--- src/rtl/translate_pkg.sv ---
// Shared types for the pixel-translate frame sequencer.
// Beat tags carry the translated coordinate alongside each read.
package translate_pkg;

    localparam int COORD_W  = 10;
    localparam int DCOORD_W = 11;

    typedef enum logic [1:0] {
        IDLE,
        RUN,
        DRAIN,
        DONE
    } state_e;

    typedef struct packed {
        logic [DCOORD_W-1:0] x;
        logic [DCOORD_W-1:0] y;
        logic                in_bounds;
        logic                sof;
        logic                eol;
    } tag_t;

endpackage

--- src/rtl/translate_skid_buf.sv ---
// Two-entry valid/ready beat buffer with occupancy output.
// The head entry never moves while it waits, so a stalled beat holds stable.
module translate_skid_buf #(
    parameter int WIDTH = 8
) (
    input  logic             clk,
    input  logic             rst_n,
    input  logic             push_i,
    input  logic [WIDTH-1:0] push_data_i,
    input  logic             pop_i,
    output logic             valid_o,
    output logic [WIDTH-1:0] head_o,
    output logic [1:0]       count_o
);

    logic [WIDTH-1:0] mem_q [2];
    logic             wp_q;
    logic             rp_q;
    logic [1:0]       cnt_q;

    always_ff @(posedge clk) begin
        if (!rst_n) begin
            mem_q[0] <= '0;
            mem_q[1] <= '0;
            wp_q     <= 1'b0;
            rp_q     <= 1'b0;
            cnt_q    <= 2'd0;
        end else begin
            if (push_i) begin
                mem_q[wp_q] <= push_data_i;
                wp_q        <= ~wp_q;
            end
            if (pop_i) begin
                rp_q <= ~rp_q;
            end
            unique case ({push_i, pop_i})
                2'b10:   cnt_q <= cnt_q + 2'd1;
                2'b01:   cnt_q <= cnt_q - 2'd1;
                default: cnt_q <= cnt_q;
            endcase
        end
    end

    assign valid_o = (cnt_q != 2'd0);
    assign head_o  = mem_q[rp_q];
    assign count_o = cnt_q;

endmodule

--- src/rtl/translate_scan_ctrl.sv ---
// Raster-scan read sequencer that tags each pixel with its shifted
// destination coordinate and streams it out through a 2-entry buffer.
module translate_scan_ctrl
    import translate_pkg::*;
#(
    parameter int DATA_WIDTH = 8,
    parameter int IMG_WIDTH  = 640,
    parameter int IMG_HEIGHT = 480,
    parameter int ADDR_WIDTH = 19
) (
    input  logic                  clk,
    input  logic                  rst_n,
    input  logic                  start,
    input  logic [COORD_W-1:0]    shift_x_cfg,
    input  logic [COORD_W-1:0]    shift_y_cfg,
    output logic                  busy,
    output logic                  done,
    output logic                  rd_en,
    output logic [ADDR_WIDTH-1:0] rd_addr,
    input  logic [DATA_WIDTH-1:0] rd_data,
    output logic                  out_valid,
    input  logic                  out_ready,
    output logic [DATA_WIDTH-1:0] out_pixel,
    output logic [DCOORD_W-1:0]   out_x,
    output logic [DCOORD_W-1:0]   out_y,
    output logic                  out_in_bounds,
    output logic                  out_sof,
    output logic                  out_eol
);

    localparam logic [COORD_W-1:0] X_LAST = COORD_W'(IMG_WIDTH - 1);
    localparam logic [COORD_W-1:0] Y_LAST = COORD_W'(IMG_HEIGHT - 1);

    typedef struct packed {
        logic [DATA_WIDTH-1:0] pixel;
        tag_t                  tag;
    } beat_t;

    state_e                state_q, state_d;
    logic [COORD_W-1:0]    x_q, x_d;
    logic [COORD_W-1:0]    y_q, y_d;
    logic [ADDR_WIDTH-1:0] addr_q, addr_d;
    logic [COORD_W-1:0]    sx_q, sx_d;
    logic [COORD_W-1:0]    sy_q, sy_d;
    logic                  inflight_q;
    tag_t                  tag_q, tag_d;

    beat_t      push_beat;
    beat_t      head_beat;
    logic [1:0] occ;
    logic       pop;
    logic       can_issue;
    logic       last_rd;

    assign pop = out_valid && out_ready;

    // Reserve a slot for every read in flight so a stall can never overflow.
    assign can_issue = (3'(occ) + 3'(inflight_q) - 3'(pop)) < 3'd2;
    assign rd_en     = (state_q == RUN) && can_issue;
    assign last_rd   = (x_q == X_LAST) && (y_q == Y_LAST);

    always_comb begin
        tag_d           = '0;
        tag_d.x         = DCOORD_W'(x_q) + DCOORD_W'(sx_q);
        tag_d.y         = DCOORD_W'(y_q) + DCOORD_W'(sy_q);
        tag_d.in_bounds = (tag_d.x < DCOORD_W'(IMG_WIDTH)) &&
                          (tag_d.y < DCOORD_W'(IMG_HEIGHT));
        tag_d.sof       = (x_q == '0) && (y_q == '0);
        tag_d.eol       = (x_q == X_LAST);
    end

    always_comb begin
        state_d = state_q;
        x_d     = x_q;
        y_d     = y_q;
        addr_d  = addr_q;
        sx_d    = sx_q;
        sy_d    = sy_q;
        unique case (state_q)
            IDLE: begin
                if (start) begin
                    state_d = RUN;
                    x_d     = '0;
                    y_d     = '0;
                    addr_d  = '0;
                    sx_d    = shift_x_cfg;
                    sy_d    = shift_y_cfg;
                end
            end
            RUN: begin
                if (rd_en) begin
                    addr_d = addr_q + ADDR_WIDTH'(1);
                    if (x_q == X_LAST) begin
                        x_d = '0;
                        y_d = y_q + COORD_W'(1);
                    end else begin
                        x_d = x_q + COORD_W'(1);
                    end
                    if (last_rd) begin
                        state_d = DRAIN;
                    end
                end
            end
            DRAIN: begin
                // Leave as soon as the final beat is being accepted.
                if ((occ == 2'(pop)) && !inflight_q) begin
                    state_d = DONE;
                end
            end
            DONE: begin
                state_d = IDLE;
            end
            default: begin
                state_d = IDLE;
            end
        endcase
    end

    always_ff @(posedge clk) begin
        if (!rst_n) begin
            state_q    <= IDLE;
            x_q        <= '0;
            y_q        <= '0;
            addr_q     <= '0;
            sx_q       <= '0;
            sy_q       <= '0;
            inflight_q <= 1'b0;
            tag_q      <= '0;
        end else begin
            state_q    <= state_d;
            x_q        <= x_d;
            y_q        <= y_d;
            addr_q     <= addr_d;
            sx_q       <= sx_d;
            sy_q       <= sy_d;
            inflight_q <= rd_en;
            if (rd_en) begin
                tag_q <= tag_d;
            end
        end
    end

    assign push_beat.pixel = rd_data;
    assign push_beat.tag   = tag_q;

    translate_skid_buf #(
        .WIDTH($bits(beat_t))
    ) u_buf (
        .clk        (clk),
        .rst_n      (rst_n),
        .push_i     (inflight_q),
        .push_data_i(push_beat),
        .pop_i      (pop),
        .valid_o    (out_valid),
        .head_o     (head_beat),
        .count_o    (occ)
    );

    assign out_pixel     = head_beat.pixel;
    assign out_x         = head_beat.tag.x;
    assign out_y         = head_beat.tag.y;
    assign out_in_bounds = head_beat.tag.in_bounds;
    assign out_sof       = head_beat.tag.sof;
    assign out_eol       = head_beat.tag.eol;

    assign busy    = (state_q != IDLE);
    assign done    = (state_q == DONE);
    assign rd_addr = addr_q;

endmodule

--- config.mk ---
export PLATFORM = sky130hd
export DESIGN_NAME = translate_scan_ctrl
export DESIGN_NICKNAME = d
export VERILOG_FILES = /design/src/rtl/translate_pkg.sv /design/src/rtl/translate_skid_buf.sv /design/src/rtl/translate_scan_ctrl.sv
export SDC_FILE = /design/constraint.sdc
export NUM_CORES = 1
export LEC_CHECK = 0
export ABC_AREA = 1
export CORE_ASPECT_RATIO = 1.1
export CORE_MARGIN = 2
export CORE_UTILIZATION = 60
export CTS_BUF_LIST = sky130_fd_sc_hd__clkbuf_4 sky130_fd_sc_hd__clkbuf_8
export DETAILED_ROUTE_END_ITERATION = 6
export HOLD_SLACK_MARGIN = 0.03
export PLACE_DENSITY = 0.89
export SLEW_MARGIN = 20
export SYNTH_ARGS = -nofsm -noshare
export SYNTH_HDL_FRONTEND = slang
export SYNTH_SLANG_ARGS = --single-unit
export TNS_END_PERCENT = 10
--- constraint.sdc ---
create_clock -name clk -period 6.5 [get_ports clk]
set_input_delay 1.3 -clock clk [delete_from_list [all_inputs] [get_ports clk]]
set_output_delay 1.3 -clock clk [all_outputs]
set_load 0.05 [all_outputs]
==> metrics <==
worst min path class=flop to flop; placed insts=1209; Worst-path clk slew=90 ps; Bufs on Longest Clock Path=2; sequential share of power=0.396; CTS Hold Bufs=0; async set-reset flop share out of synthesis=0; Antenna Diode Count=0; Die Ht=126 microns; largest net degree at the start of global routing=35; die area=14400 sq um; fillers=989; Critical Path RT=5200 ps; CTS tree=done; Synth Area in Simple Gates=0.234; EDFF count, synth=66; critical-path cell list=clkdlybuf4s50_1 -> nand2_1 -> inv_1 -> ha_1 -> nor2_1 -> fa_1 -> inv_1 -> nand3_1 -> nor2_1 -> buf_4 -> buf_4; Data arrival, critical path=3670 ps; Setup-failing EPs final=0; Combinational Power Share=0.373; CTS root buf=clkbuf_8; status=finished, final reports clean; power density cells=347 nW/um^2; critical setup path kind=input pin to output pin; Fmax=201 MHz; TritonCTS Buffers=17; sequential fraction of the synthesis area=0.473; Post-layout nets=1134; core area=13200 sq um; Final Max Slew Viols=0; adder-cell share of the synthesized area=0.0569; distinct cell type count after synthesis=43; Worst path top cell family by delay=buffers and inverters; Critical Path Slowest Stage Cell=clkdlybuf4s50_1; Vias/cell=5.50; crit end category=output pin; # DRC=0; commonest non-fill, non-tap cells in the layout=nand2_1, nor2_1, inv_1; post-DP HPWL=12.7 mm; ANT nets after route=0; Worst-Margin Slew=1050 ps; most common cell after layout, fill and taps aside=nand2_1; post-cts resize count=0; largest family of logic cells by synthesized area=simple AND/OR/NAND/NOR gates; Max transition margin=0.300; Synth Area in Compound Gates=0.0917; final cell count without fillers=1241; first-pass GRT wire length=30.1 mm; row count=44; mapped cell area=8090 sq um; Sw Share=0.405; Startpoint Class=input pin; clk_lat worst skew=460 ps; internal power=1960 uW; worst path bufs/invs=5; die width=115 microns; num ports=88; syn nets=1052; period utilisation layout=0.764; Total Wirelength=18.3 mm; CP peak stage delay=450 ps; Initial Util=0.612; Iteration-0 DRC Markers=591; P_sw=1330 uW; Leakage=0.00395 uW; CTS H-Tree Depth=4; RSZ-0062 raised after global routing=false; fin crit period=4970 ps; VDD IR max=142 uV; # port buffers=87; final hold vios=0; post-CTS setup buffers=0; vias in the first global route=6565; flip-flop and latch count after synthesis=158; Pre-antenna DRT Iters=5; Max Cap Viol=0; GP Congestion=0.944; DR WL/cell=14.7 microns; vias=6820; Max FO, Critical Path=29; part of the power in the clock network=0.231; cells after synthesis=985; Sum Neg Setup Slack=0 ps; clock sink count=158; Post-Synth XOR/XNOR Area=0.0173; mux contribution to synthesized area=0.0459; layout cell share with drive strength beyond 1=0.0926; Clock Skew=20.4 ps; Area Growth Syn to Fin=17.1%; Syn. warnings=0; initial antenna violation count=0; grt total ovfl=0; Syn Area/Cell=8.21 sq um; total track usage=0.259; Primary FF master, synth=dfxtp_1
## path summary, 6_finish.rpt
path                          from          to  slack [ps]  cells after the start
setup reg to reg  u_buf.count_o[1]      y_q[6]        3010                     18
hold reg to reg         u_buf.rp_q  u_buf.rp_q         480                      1
hold / removal          u_buf.rp_q  u_buf.rp_q         480                      1
setup / recovery         out_ready       rd_en        1530                     11
## worst reg2reg max path, stage by stage, from the launching register on
cell      delay [ps]
dfxtp_1          360
inv_2             80
nand2_1           90
nand2_1           50
inv_1            120
ha_1             270
nor2_1           140
fa_1             420
inv_1             60
nand3_1          120
nand2_1          120
o211ai_2         410
inv_2            450
nand2_4          210
inv_2            170
nand3_1          110
nand2_1           80
nand2_1           40
nor2_1           110
## final cells by class
type,count,area [sq um],area share
repair buffers,95,928,0.0980
well taps,161,201,0.0213
clock buffers,19,255,0.0269
flip-flops and latches,158,3820,0.404
clock inverters,13,153,0.0161
multi-input cells,660,3600,0.380
inverters,135,508,0.0536
## registers in the layout, summed over array words and instances, names as in the netlist, 2 cells and up, named ones only
| signal | cells |
|---|---|
| u_buf.mem_q | 66 |
| push_beat | 25 |
| rd_addr | 19 |
| sx_q | 10 |
| sy_q | 10 |
| x_q | 10 |
| y_q | 10 |
| state_q | 2 |
| u_buf.count_o | 2 |
## through the flow
step                area, sq um   util  setup slack (ps)  total power [uW]  hold slack, ps
floorplan                  8090      -              2170              2220             426
global placement           9060  0.686              1670              2480             434
detailed placement         9060  0.686              1640              2520             457
CTS                        9470  0.717              1560              3280             472
global route               9470  0.717              1340              3450             495
finish                     9470  0.717              1530              3280             479
## cell usage after synthesis, drive strengths merged (3+ instances only)
cell    count  area, sq um
buf        15         88.8
nand4      16          100
ha         32          400
xor2       13          114
a21o        3         22.5
a31oi       3         18.8
mux2       33          372
nand3b      3         22.5
a211oi      6         50.1
edfxtp     66         1980
o211ai      8         65.1
or2         4         25.0
nor3b       3         22.5
clkbuf     17         63.8
inv       134          503
fa          3         60.1
a21oi      62          310
xnor2       3         26.3
dfxtp      92         1840
o21ai      46          234
nor2      174          683
nor3       21          128
nand3      34          170
nand2     185          719
## power groups by stage
stage	clock (uW)	sequential (uW)	combinational (uW)
final	759	1300	1230
after global routing	798	1320	1340
after CTS	760	1300	1220
after detailed placement	0	1320	1210
after global placement	0	1310	1180
after floorplan	0	1290	925
## cell families (layout without fill, tap and decap cells)
kind of cell / Yosys count / count (layout)
xor gates and xnor gates: 16 / 16
AOI/OAI and AO/OA: 133 / 133
and+or+nand+nor: 443 / 443
DFF: 158 / 158
buffers and inverters: 167 / 262
muxes: 33 / 33
adders and majority gates: 35 / 35
## metal layers
layer / routed length [microns] / GRT usage
met4: 559 / 0.115
met2: 9410 / 0.466
met1: 7410 / 0.301
met5: 0 / 0
met3: 926 / 0.0428
Power figures use the tool's default switching activity.
